File: src/rtl/shift_rows_seq_pkg.sv
// Shared AES ShiftRows sequencer definitions: widths, FSM encoding and
// column-major row extract/insert helpers.
package shift_rows_seq_pkg;

    localparam int unsigned AES_STATE_W = 128;
    localparam int unsigned AES_ROW_W   = 32;
    localparam int unsigned AES_NROWS   = 4;
    localparam int unsigned AES_BYTE_W  = 8;

    typedef logic [AES_STATE_W-1:0] aes_state_t;
    typedef logic [AES_ROW_W-1:0]   aes_row_t;

    typedef enum logic [1:0] {
        SR_IDLE  = 2'd0,
        SR_SHIFT = 2'd1,
        SR_DONE  = 2'd2
    } sr_state_e;

    // Gather row r as {s[r][0], s[r][1], s[r][2], s[r][3]}.
    function automatic aes_row_t get_row(input aes_state_t s, input logic [1:0] r);
        aes_row_t w;
        w = '0;
        for (int c = 0; c < int'(AES_NROWS); c++) begin
            w[5'(31 - 8*c) -: AES_BYTE_W] = s[7'(127 - 8*(4*c + int'(r))) -: AES_BYTE_W];
        end
        return w;
    endfunction

    // Scatter a row word back into row r of the state.
    function automatic aes_state_t set_row(input aes_state_t s, input logic [1:0] r,
                                           input aes_row_t w);
        aes_state_t o;
        o = s;
        for (int c = 0; c < int'(AES_NROWS); c++) begin
            o[7'(127 - 8*(4*c + int'(r))) -: AES_BYTE_W] = w[5'(31 - 8*c) -: AES_BYTE_W];
        end
        return o;
    endfunction

endpackage

File: src/rtl/shift_rows_seq_row.sv
// ShiftRows row unit: left byte-rotate of one 32-bit row word by idx_row.
module shift_rows_seq_row
    import shift_rows_seq_pkg::*;
(
    input  logic [AES_ROW_W-1:0] row_in,
    input  logic [1:0]           idx_row,
    output logic [AES_ROW_W-1:0] row_out_c
);

    // Rotate so that byte (c + idx_row) % 4 lands in column c.
    always_comb begin
        row_out_c = row_in;
        case (idx_row)
            2'd0:    row_out_c = row_in;
            2'd1:    row_out_c = {row_in[23:0], row_in[31:24]};
            2'd2:    row_out_c = {row_in[15:0], row_in[31:16]};
            default: row_out_c = {row_in[7:0],  row_in[31:8]};
        endcase
    end

endmodule

File: src/rtl/shift_rows_seq.sv
// AES ShiftRows sequencer: one row per clock through a shared row unit.
// Optional macro SHIFT_ROWS_INV_EN adds an 'inv' port selecting InvShiftRows.
module shift_rows_seq
    import shift_rows_seq_pkg::*;
#(
    parameter bit SKIP_ROW0 = 1'b0
)
(
    input  logic                   clk,
    input  logic                   rst_n,
    input  logic                   in_valid,
    output logic                   in_ready,
    input  logic [AES_STATE_W-1:0] in_state,
    output logic                   out_valid,
    input  logic                   out_ready,
    output logic [AES_STATE_W-1:0] out_state,
    output logic                   busy,
    output logic [1:0]             row_idx
`ifdef SHIFT_ROWS_INV_EN
    ,
    input  logic                   inv
`endif
);

    localparam logic [1:0] FIRST_ROW = SKIP_ROW0 ? 2'd1 : 2'd0;

    sr_state_e  state_q, state_d;
    aes_state_t work_q, work_d;
    logic [1:0] row_cnt_q, row_cnt_d;
    logic       out_valid_q, out_valid_d;
    logic       busy_q, busy_d;
    logic [1:0] row_idx_q, row_idx_d;
    logic       accept;
    aes_row_t   row_word;
    aes_row_t   row_res;
    logic [1:0] unit_idx;
`ifdef SHIFT_ROWS_INV_EN
    logic       inv_q, inv_d;
`endif

    // Select the active row and the rotate amount for the shared row unit.
    always_comb begin
        row_word = get_row(work_q, row_cnt_q);
        unit_idx = row_cnt_q;
`ifdef SHIFT_ROWS_INV_EN
        if (inv_q) begin
            unit_idx = 2'd0 - row_cnt_q;
        end
`endif
    end

    shift_rows_seq_row u_row (
        .row_in    (row_word),
        .idx_row   (unit_idx),
        .row_out_c (row_res)
    );

    // Next-state and work-register update.
    always_comb begin
        state_d   = state_q;
        work_d    = work_q;
        row_cnt_d = row_cnt_q;
`ifdef SHIFT_ROWS_INV_EN
        inv_d     = inv_q;
`endif
        case (state_q)
            SR_IDLE, SR_DONE: begin
                if (accept) begin
                    state_d   = SR_SHIFT;
                    work_d    = in_state;
                    row_cnt_d = FIRST_ROW;
`ifdef SHIFT_ROWS_INV_EN
                    inv_d     = inv;
`endif
                end else if (state_q == SR_DONE && out_ready) begin
                    state_d = SR_IDLE;
                end
            end
            SR_SHIFT: begin
                work_d    = set_row(work_q, row_cnt_q, row_res);
                row_cnt_d = row_cnt_q + 2'd1;
                if (row_cnt_q == 2'd3) begin
                    state_d = SR_DONE;
                end
            end
            default: begin
                state_d   = SR_IDLE;
                row_cnt_d = 2'd0;
            end
        endcase
    end

    // Handshake and next values of the registered status outputs.
    always_comb begin
        in_ready    = (state_q == SR_IDLE) || ((state_q == SR_DONE) && out_ready);
        accept      = in_valid && in_ready;
        out_valid_d = (state_d == SR_DONE);
        busy_d      = (state_d != SR_IDLE);
        row_idx_d   = (state_d == SR_SHIFT) ? row_cnt_d : 2'd0;
    end

    // State, datapath and output registers.
    always_ff @(posedge clk or negedge rst_n) begin
        if (!rst_n) begin
            state_q     <= SR_IDLE;
            work_q      <= '0;
            row_cnt_q   <= 2'd0;
            out_valid_q <= 1'b0;
            busy_q      <= 1'b0;
            row_idx_q   <= 2'd0;
`ifdef SHIFT_ROWS_INV_EN
            inv_q       <= 1'b0;
`endif
        end else begin
            state_q     <= state_d;
            work_q      <= work_d;
            row_cnt_q   <= row_cnt_d;
            out_valid_q <= out_valid_d;
            busy_q      <= busy_d;
            row_idx_q   <= row_idx_d;
`ifdef SHIFT_ROWS_INV_EN
            inv_q       <= inv_d;
`endif
        end
    end

    assign out_valid = out_valid_q;
    assign out_state = work_q;
    assign busy      = busy_q;
    assign row_idx   = row_idx_q;

endmodule

File: config.mk
export PLATFORM = sky130hd
export DESIGN_NAME = shift_rows_seq
export DESIGN_NICKNAME = d
export VERILOG_FILES = /design/src/rtl/shift_rows_seq_pkg.sv /design/src/rtl/shift_rows_seq_row.sv /design/src/rtl/shift_rows_seq.sv
export SDC_FILE = /design/constraint.sdc
export NUM_CORES = 1
export LEC_CHECK = 0
export BUFFER_PORTS_ARGS = -buffer_cell sky130_fd_sc_hd__buf_4
export CAP_MARGIN = 20
export CORE_MARGIN = 4
export CORE_UTILIZATION = 53
export DETAILED_ROUTE_END_ITERATION = 16
export GPL_TIMING_DRIVEN = 0
export PLACE_DENSITY = 0.87
export SYNTH_ARGS = -nofsm -noshare
export SYNTH_HDL_FRONTEND = slang
export SYNTH_SLANG_ARGS = --single-unit
File: constraint.sdc
create_clock -name clk -period 2.85 [get_ports clk]
set_input_delay 0.4275 -clock clk [delete_from_list [all_inputs] [get_ports clk]]
set_output_delay 0.4275 -clock clk [all_outputs]
set_load 0.005 [all_outputs]
==> results by group <==
Setup path
  • R2r startpoint: row_cnt_q[1]$_DFF_PN0_
  • Crit path DAT: 2.80 ns
  • CP Class: flop to flop
  • Largest fanout on the critical path: 10
  • CP endpoint kind: flop
  • Critical path's slowest cell: or3_1
  • Crit-path max cell delay: 0.41 ns
  • Crit-path most repeated cell: buf_2
  • Cell family with the largest share of critical-path delay: simple AND/OR/NAND/NOR gates
  • Crit path buf inv count: 4
  • Worst endpoint required time: 3.19 ns
  • CP cell instances: buf_2 > inv_1 > ha_1 > nand3b_1 > or3_1 > buf_2 > buf_6 > a31o_1 > a2bb2oi_1
  • Setup slack, reg-to-reg: 0.39 ns
  • Reg-to-reg critical path endpoint: out_state[55]$_DFFE_PN0P_
  • CP Launch Type: flop
  • R2R cell count: 9

Clock tree
  • TritonCTS Buffers: 17
  • Clock Path Buffers: 2
  • Clock Pin Slew Worst Setup and Hold Paths: 0.06 ns
  • Clock Latency Late Sink: 0.43 ns
  • TritonCTS clock tree: done
  • Htree depth: 4
  • Clock sink count: 136
  • CTS Hold Buffers Added: 0
  • Post-CTS Setup Repair Bufs: 0
  • Root buffer cell: clkbuf_16
  • Cts repair resizes: 0

Cells and area
  • Nets: 1085
  • Area Overhead vs Synth: 44.3%
  • Fillers: 804
  • Most frequent cells in the layout: buf_4 (266), nand2_1 (205), dfrtp_1 (136)
  • Ratio of cells with drive above 1 in the final layout: 0.383
  • Commonest non-fill, non-tap cell in the layout: buf_4
  • Fin util: 0.786

Die
  • Initial Util: 0.545
  • Die ar.: 14200 um^2
  • Core Region: 12100 um^2
  • Die Height: 119 um
  • Rows: 40
  • I/O pin total: 265
  • Die width: 119 um

Global route
  • Total gr overflow: 0
  • All-Layer GR Usage: 0.323
  • Largest net degree at the start of global routing: 70
  • First-pass GRT wire length: 35500 um
  • Vias in the first global route: 6505
  • Antenna violations before repair: 0

STA
  • Tmin final: 2.46 ns
  • Setup TNS: 0 ns
  • Clock skew: 0.00511 ns
  • Fmax: 406 MHz
  • Worst slew pin tran: 0.729 ns
  • Setup-failing EPs final: 0
  • Final Hold Viols: 0
  • Post-route clock period utilization: 0.863
  • Slew Limit Headroom: 0.514
  • RSZ-0062 raised after global routing: no
  • Max-slew violation count: 0

Synthesis
  • Cell area after synthesis: 6570 um^2
  • Cells after synthesis: 665
  • Register bit total from synthesis: 136
  • Cell variety after synth: 33
  • YS warnings: 0
  • Net count after synthesis: 801
  • Sequential fraction of the synthesis area: 0.518
  • Synth Area per Inst: 9.88 um^2

Route
  • Routed WL per cell: 20.6 um
  • DR vias: 6520
  • ANT nets after route: 0
  • Final WL: 23300 um
  • Via density: 5.76
  • DRC errors left: 0
  • Initial DRC count: 589
  • Pre-antenna DRT Iters: 7

Placed design
  • DP HPWL: 16900 um
  • GP Congestion: 0.923
  • Port bufs: 264

Pwr
  • Pwr/cell area: 1260 nW/um^2
  • Pleak: 4.68 nW
  • Peak supply drop: 0.682 mV

Job
  • MaxCap Viol Count: 0

Run status
  • Outcome: complete, no violations

Worst hold path
  • Hold WC Path Type: primary input to asynchronous set/reset pin
==> registers in the layout (all words and copies together) (netlist names) <==
signal	cells
busy	1
out_state	128
out_valid	1
row_cnt_q	2
row_idx	2
state_q	2
==> routing by layer <==
layer | wire (um) | vias up | global-route usage
met5 | 0 | - | 0
met4 | 779 | 0 | 0.130
met3 | 2700 | 67 | 0.104
met2 | 11400 | 434 | 0.540
met1 | 8420 | 3111 | 0.387
li1 | - | 2908 | -
==> worst max path at each step <==
stage,from,end,cells past startpoint
finish,row_cnt_q[1]$_DFF_PN0_,out_state[55]$_DFFE_PN0P_,9
global route,row_cnt_q[1]$_DFF_PN0_,out_state[55]$_DFFE_PN0P_,9
CTS,row_cnt_q[1]$_DFF_PN0_,out_state[55]$_DFFE_PN0P_,9
detailed placement,row_cnt_q[0]$_DFF_PN0_,out_state[46]$_DFFE_PN0P_,9
global placement,row_cnt_q[0]$_DFF_PN0_,out_state[46]$_DFFE_PN0P_,9
floorplan,row_cnt_q[0]$_DFF_PN0_,out_state[48]$_DFFE_PN0P_,8
==> stage by stage <==
| stage | instance area, um^2 | cells | hold slack [ns] | setup slack (ns) | total power, mW |
|---|---|---|---|---|---|
| CTS | 9480 | 1130 | 0.0227 | 0.425 | 11.8 |
| finish | 9480 | 1131 | 0.00393 | 0.389 | 11.9 |
| global placement | 8760 | 1097 | 0.458 | 0.537 | 9.06 |
| floorplan | 6570 | 665 | 0.132 | 0.910 | 6.52 |
| global route | 9480 | 1130 | 0.0465 | 0.256 | 12.5 |
| detailed placement | 8790 | 1098 | 0.464 | 0.471 | 9.21 |
==> cell type report <==
| type | count | area, um^2 | share of cell area |
|---|---|---|---|
| clock inverter | 12 | 220 | 0.0232 |
| tap | 168 | 210 | 0.0222 |
| multi-input combinational | 480 | 2910 | 0.307 |
| buffer | 46 | 246 | 0.0260 |
| timing repair buffer | 265 | 2010 | 0.212 |
| sequential | 136 | 3400 | 0.359 |
| inverter | 3 | 11.3 | 0.00119 |
| clock buffer | 20 | 467 | 0.0492 |
| antenna | 1 | 2.50 | 0.000264 |
==> logic make-up (layout without fill, tap and decap cells) <==
logic type                 after synthesis  in the layout  synth area share
DFF                                    136            136             0.518
adders and majority gates                4              4           0.00762
muxes                                   41             41            0.0672
other                                    0              1                 0
buffers and inverters                   49            346            0.0392
AOI/OAI and AO/OA                      198            198             0.217
and+or+nand+nor                        237            237             0.151
==> cells in the mapped netlist <==
master | number | area, um^2
a21o_1 | 24 | 180
a21oi_1 | 17 | 85.1
a22o_1 | 8 | 70.1
a22oi_1 | 16 | 120
a2bb2oi_1 | 56 | 490
a31o_1 | 6 | 52.6
a31o_2 | 18 | 158
and2b_1 | 1 | 7.51
and3b_1 | 2 | 17.5
buf_1 | 7 | 26.3
buf_2 | 14 | 70.1
buf_4 | 3 | 22.5
buf_6 | 6 | 67.6
clkbuf_1 | 16 | 60.1
dfrtp_1 | 136 | 3400
ha_1 | 4 | 50.1
inv_1 | 3 | 11.3
mux2_2 | 25 | 282
mux2i_1 | 16 | 160
nand2_1 | 205 | 769
nand2_2 | 1 | 6.26
nand2b_1 | 10 | 62.6
nand3b_1 | 2 | 15.0
nand3b_4 | 1 | 20.0
nor2_1 | 5 | 18.8
nor2b_1 | 2 | 12.5
nor3_1 | 1 | 5.00
nor3b_1 | 1 | 7.51
nor3b_2 | 2 | 25.0
o21ai_0 | 52 | 260
o31ai_1 | 1 | 7.51
or2_2 | 1 | 6.26
or3_1 | 3 | 18.8
==> report_power, final <==
group / switching (mW) / internal [mW]
Sequential: 0.792 / 2.91
Combinational: 2.81 / 2.83
Clock: 0.861 / 1.71
(Power assumes the default switching activity.)
